`src/rtl/serial_paralelo_param.sv`:
```
// Parametrised serial-to-parallel receiver: MSB-first bit stream, bit-level COM
// alignment, lock after LOCK_COUNT aligned COMs, WIDTH-bit data words with a valid strobe.
module serial_paralelo_param #(
    parameter int               WIDTH      = 8,
    parameter logic [WIDTH-1:0] COM        = 8'hBC,
    parameter logic [WIDTH-1:0] IDL        = 8'h7C,
    parameter int               LOCK_COUNT = 4
) (
    input  logic             clk_32f,
    input  logic             reset,
    input  logic             data_in,
    input  logic             resync,
    output logic             active,
    output logic             valid_out,
    output logic [WIDTH-1:0] data_out,
    output logic             sym_strobe
);

    localparam int BW = (WIDTH > 1) ? $clog2(WIDTH) : 1;
    localparam int CW = (LOCK_COUNT > 0) ? $clog2(LOCK_COUNT + 1) : 1;
    localparam logic [BW-1:0] LAST_BIT = BW'(WIDTH - 1);
    localparam logic [CW-1:0] LOCK_CW  = CW'(LOCK_COUNT);

    typedef enum logic [1:0] {
        ST_SEARCH = 2'd0,
        ST_ALIGN  = 2'd1,
        ST_ACTIVE = 2'd2
    } state_t;

    // Only the newest WIDTH-1 history bits are kept; they form the next compare window.
    logic [WIDTH-2:0] sr_r;
    logic [WIDTH-1:0] sr_next_s;
    logic [BW-1:0]    bit_cnt_r, bit_cnt_n_s;
    logic [CW-1:0]    com_cnt_r, com_cnt_n_s, com_inc_s;
    state_t           state_r, state_n_s;
    logic [WIDTH-1:0] data_n_s;
    logic             valid_n_s, strobe_n_s, boundary_s;

    function automatic logic is_ctrl(input logic [WIDTH-1:0] sym);
        return (sym == COM) || (sym == IDL);
    endfunction

    assign sr_next_s  = {sr_r, data_in};
    assign boundary_s = (bit_cnt_r == LAST_BIT);
    assign com_inc_s  = (com_cnt_r == LOCK_CW) ? com_cnt_r : com_cnt_r + CW'(1);

    // Next-state, counter and output-word decode; resync overrides everything.
    always_comb begin
        state_n_s   = state_r;
        bit_cnt_n_s = bit_cnt_r;
        com_cnt_n_s = com_cnt_r;
        data_n_s    = data_out;
        valid_n_s   = 1'b0;
        strobe_n_s  = 1'b0;
        if (resync) begin
            state_n_s   = ST_SEARCH;
            com_cnt_n_s = {CW{1'b0}};
            bit_cnt_n_s = {BW{1'b0}};
        end else begin
            case (state_r)
                ST_SEARCH: begin
                    bit_cnt_n_s = {BW{1'b0}};
                    if (sr_next_s == COM) begin
                        com_cnt_n_s = CW'(1);
                        state_n_s   = (LOCK_COUNT == 1) ? ST_ACTIVE : ST_ALIGN;
                    end else begin
                        com_cnt_n_s = {CW{1'b0}};
                    end
                end
                ST_ALIGN: begin
                    bit_cnt_n_s = boundary_s ? {BW{1'b0}} : bit_cnt_r + BW'(1);
                    if (boundary_s) begin
                        strobe_n_s = 1'b1;
                        if (sr_next_s == COM) begin
                            com_cnt_n_s = com_inc_s;
                            state_n_s   = (com_inc_s >= LOCK_CW) ? ST_ACTIVE : ST_ALIGN;
                        end else begin
                            com_cnt_n_s = {CW{1'b0}};
                            state_n_s   = ST_SEARCH;
                        end
                    end else begin
                        state_n_s = ST_ALIGN;
                    end
                end
                ST_ACTIVE: begin
                    bit_cnt_n_s = boundary_s ? {BW{1'b0}} : bit_cnt_r + BW'(1);
                    if (boundary_s) begin
                        strobe_n_s = 1'b1;
                        if (!is_ctrl(sr_next_s)) begin
                            data_n_s  = sr_next_s;
                            valid_n_s = 1'b1;
                        end else begin
                            valid_n_s = 1'b0;
                        end
                    end else begin
                        strobe_n_s = 1'b0;
                    end
                end
                default: begin
                    state_n_s   = ST_SEARCH;
                    bit_cnt_n_s = {BW{1'b0}};
                    com_cnt_n_s = {CW{1'b0}};
                end
            endcase
        end
    end

    // State, history and registered outputs.
    always_ff @(posedge clk_32f or negedge reset) begin
        if (!reset) begin
            state_r    <= ST_SEARCH;
            sr_r       <= {(WIDTH-1){1'b0}};
            bit_cnt_r  <= {BW{1'b0}};
            com_cnt_r  <= {CW{1'b0}};
            active     <= 1'b0;
            valid_out  <= 1'b0;
            data_out   <= {WIDTH{1'b0}};
            sym_strobe <= 1'b0;
        end else begin
            state_r    <= state_n_s;
            sr_r       <= sr_next_s[WIDTH-2:0];
            bit_cnt_r  <= bit_cnt_n_s;
            com_cnt_r  <= com_cnt_n_s;
            active     <= (state_n_s == ST_ACTIVE);
            valid_out  <= valid_n_s;
            data_out   <= data_n_s;
            sym_strobe <= strobe_n_s;
        end
    end

endmodule

```
`config.mk`:
```
export PLATFORM = sky130hd
export DESIGN_NAME = serial_paralelo_param
export DESIGN_NICKNAME = d
export VERILOG_FILES = /design/src/rtl/serial_paralelo_param.sv
export SDC_FILE = /design/constraint.sdc
export NUM_CORES = 1
export LEC_CHECK = 0
export ABC_AREA = 1
export BUFFER_PORTS_ARGS = -buffer_cell sky130_fd_sc_hd__buf_2
export CAP_MARGIN = 20
export CORE_MARGIN = 2
export CORE_UTILIZATION = 60
export DETAILED_ROUTE_END_ITERATION = 6
export GPL_TIMING_DRIVEN = 0
export MAX_ROUTING_LAYER = met4
export PLACE_DENSITY = 0.82
export SLEW_MARGIN = 30
export SYNTH_ARGS = -nofsm -noshare
export SYNTH_HDL_FRONTEND = slang
export SYNTH_SLANG_ARGS = --single-unit
```
`constraint.sdc`:
```
create_clock -name clk_32f -period 5.1 [get_ports clk_32f]
set_clock_uncertainty 0.2 [all_clocks]
set_input_delay 1.53 -clock clk_32f [delete_from_list [all_inputs] [get_ports clk_32f]]
set_output_delay 1.53 -clock clk_32f [all_outputs]
set_load 0.05 [all_outputs]
```
==> results_dict.tcl <==
set metrics [dict create \
    area_added_between_synthesis_and_finish_pct 12.8 \
    worst_setup_path_endpoint "data_out[5]" \
    cp.depth 1 \
    final_common_cell "sky130_fd_sc_hd__dfrtp_1" \
    final_critical_path_share_of_the_clock_period_pct 53.2 \
    crit-reg2reg-launch "state_r[0]" \
    synth-simple-area-share_pct 24.4 \
    yosysSeqAreaShare_pct 53.2 \
    cts_hold_buf 0 \
    overflow 0 \
    period_minus_ws_final_ns 2.71 \
    cellPowerDensity_mw_per_mm2 274 \
    path_clk_slew_ns 0.14 \
    drt-pass1-iter-count 4 \
    synth.distinct_cells 20 \
    synth.mux.area_fraction_pct 0 \
    status "finished clean" \
    worstMarginPinSlew_ns 0.573 \
    drc_errors_left 0 \
    finalWeightedCongestion 0.886 \
    r2r_slack_ns 3.29 \
    fmaxAchievable_mhz 368 \
    grt_antenna_before_repair 0 \
    ys_seq_elements 26 \
    cpLargestDelayFamily "flip-flops" \
    crit_required_ns 3.37 \
    synthesis.area_per_instance_sq_um 9.56 \
    critical_path.cell_chain "buf_2" \
    setup_viol 0 \
    clock_insertion_delay_worst_skew_ns 0.33 \
    critical_path.reg2reg.endpoint "data_out[6]" \
    first_pass_grt_wire_length_microns 3690 \
    drt-initial-drc-count 12 \
    timing_hold_violations_final 0 \
    worst-setup-path-type "flip-flop to output pin" \
    dp_hpwl_microns 1560 \
    ys.warnings.count 0 \
    global_router_s_overall_resource_usage_pct 20.7 \
    n_antenna_cell 0 \
    cp-start-kind "flip-flop" \
    total_leakage_power_nw 0.770 \
    max_cap_viol_count 0 \
    floorplan.die.height_microns 49.2 \
    synthesis.area_sq_mm 0.00122 \
    ff2ff_path_depth 9 \
    cts_resized 0 \
    detail_route.wl_per_cell_microns 11.7 \
    initial_utilization_pct 63.0 \
    placed_cells_incl_taps 169 \
    fp.dieArea_sq_mm 0.00242 \
    synthAdderAreaFrac_pct 8.18 \
    timing.max_slew.rel_slack_pct 61.8 \
    grt_max_degree 27 \
    layout-drive-gt1-share_pct 25.3 \
    worstSetupEndpointType "output pin" \
    tritoncts "yes" \
    hold_slack_ns 0.208 \
    crit_fanout 2 \
    cts.sink_count 26 \
    postSynthNetCount 140 \
    postCtsSetupRepairBufs 0 \
    cts_max_level 1 \
    worst_path_buf_inv 1 \
    instances_no_fill 173 \
    detail_route.wirelength_microns 2020 \
    synth_cells 128 \
    hp-class "flip-flop to flip-flop" \
    clk_path_buf_depth 2 \
    critPathSlowestCell "sky130_fd_sc_hd__dfrtp_1" \
    num-nets-final 159 \
    mostFrequentLayoutCells "sky130_fd_sc_hd__dfrtp_1 (26), sky130_fd_sc_hd__nand2_1 (24), sky130_fd_sc_hd__inv_1 (19)" \
    via_cell_ratio 4.99 \
    count_of_nets_left_with_antenna_violations_after_detail_routing 0 \
    synth_top_family_by_area "simple AND/OR/NAND/NOR gates" \
    fin_setup_tns_ns 0 \
    hp-start "sr_r[0]" \
    worst_setup_path_startpoint "data_out[5]" \
    synth_xor_xnor_area_share_pct 0 \
    number_of_i_o_pins 15 \
    cp_data_arrival_time_ns 0.98 \
    cts-root-buf "sky130_fd_sc_hd__clkbuf_4" \
    design.core.area_sq_mm 0.00194 \
    portBuffers 14 \
    cts_inserted_buffers 3 \
    vias 863 \
    die_width_microns 49.2 \
    placementRows 16 \
    worst_ir_drop_vdd_mv 0.310 \
    place_area_sq_mm 0.00133 \
    report.final.slew_viol_count 0 \
    unrepaired_setup_endpoints_after_global_routing "false" \
    peak_per_stage_delay_on_the_critical_path_ns 0.39 \
    synth-compound-area-share_pct 5.93 \
    post-route-cell-area_sq_mm 0.00138 \
    grt_pass1_vias 874 \
]
[sequential cells by signal (all words and copies together), names as in the netlist]
name	flops
data_out	8
sr_r	7
bit_cnt_r	3
com_cnt_r	3
state_r	2
active	1
sym_strobe	1
valid_out	1
[through the flow]
step	utilization [%]	power (mW)	setup slack, ns
after global placement	68.4	0.238	2.32
after detailed placement	68.4	0.240	2.28
after global routing	71.1	0.390	2.33
after CTS	71.1	0.381	2.37
final	71.1	0.378	2.39
after floorplan	-	0.230	2.52
[cell usage after synthesis]
library cell,number,area (sq um)
sky130_fd_sc_hd__nand3_1,12,60.1
sky130_fd_sc_hd__o21ai_0,5,25.0
sky130_fd_sc_hd__inv_4,1,6.26
sky130_fd_sc_hd__a21boi_4,1,18.8
sky130_fd_sc_hd__dfrtp_1,26,651
sky130_fd_sc_hd__inv_2,1,3.75
sky130_fd_sc_hd__nand4_1,1,6.26
sky130_fd_sc_hd__nand2_2,10,62.6
sky130_fd_sc_hd__nor2_4,1,11.3
sky130_fd_sc_hd__ha_1,8,100
sky130_fd_sc_hd__nor2_2,1,6.26
sky130_fd_sc_hd__nor3_1,2,10.0
sky130_fd_sc_hd__o21ai_2,1,8.76
sky130_fd_sc_hd__a21oi_1,2,10.0
sky130_fd_sc_hd__buf_12,1,20.0
sky130_fd_sc_hd__nand2_4,2,22.5
sky130_fd_sc_hd__inv_1,19,71.3
sky130_fd_sc_hd__nand2_1,24,90.1
sky130_fd_sc_hd__nor2_1,8,30.0
sky130_fd_sc_hd__o21ai_1,2,10.0
[final cells by class]
type	count	area, sq um
fill	153	562
timing repair buffer	14	70.1
clock buffer	3	22.5
tap	27	33.8
buffer	1	20.0
sequential	26	651
clock inverter	1	30.0
inverter	21	81.3
multi-input combinational	80	472
[where the power goes]
group / internal (mW) / total [mW] / switching, mW
clock network: 0.0795 / 0.143 / 0.0633
logic: 0.00631 / 0.0220 / 0.0157
registers: 0.210 / 0.214 / 0.00331
total: 0.296 / 0.378 / 0.0823
[kinds of logic (layout without fill, tap and decap cells)]
| group | Yosys count | count (layout) |
|---|---|---|
| adder cells (fa/ha/maj) | 8 | 8 |
| AO/OA/AOI/OAI | 11 | 11 |
| buffers and inverters | 22 | 40 |
| flip-flops | 26 | 26 |
| AND/OR/NAND/NOR | 61 | 61 |
[worst reg2reg max path, delay by kind of cell, from the launching register on]
| family | cells | cell delay (ns) |
|---|---|---|
| flops | 1 | 0.43 |
| buf+inv | 3 | 0.36 |
| compound gates | 2 | 0.31 |
| simple gates | 3 | 0.25 |
| fa+ha+maj | 1 | 0.19 |
[worst min path at each step]
stage                         end  slack, ns  cells after the start
final                     sr_r[1]       0.21                      0
after global routing      sr_r[1]       0.23                      0
after CTS                 sr_r[1]       0.21                      0
after detailed placement  sr_r[1]       0.17                      0
after global placement    sr_r[1]       0.16                      0
after floorplan           sr_r[1]       0.15                      0
[routing by layer]
| metal | vias to the layer above | routed length (microns) | global-route usage (%) |
|---|---|---|---|
| li1 | 433 | - | - |
| met4 | 0 | 53 | 10.5 |
| met3 | 6 | 55 | 2.76 |
| met5 | - | 0 | - |
| met1 | 407 | 927 | 25.5 |
| met2 | 17 | 985 | 33.3 |
Note: power is estimated with default switching activity, not from simulation.
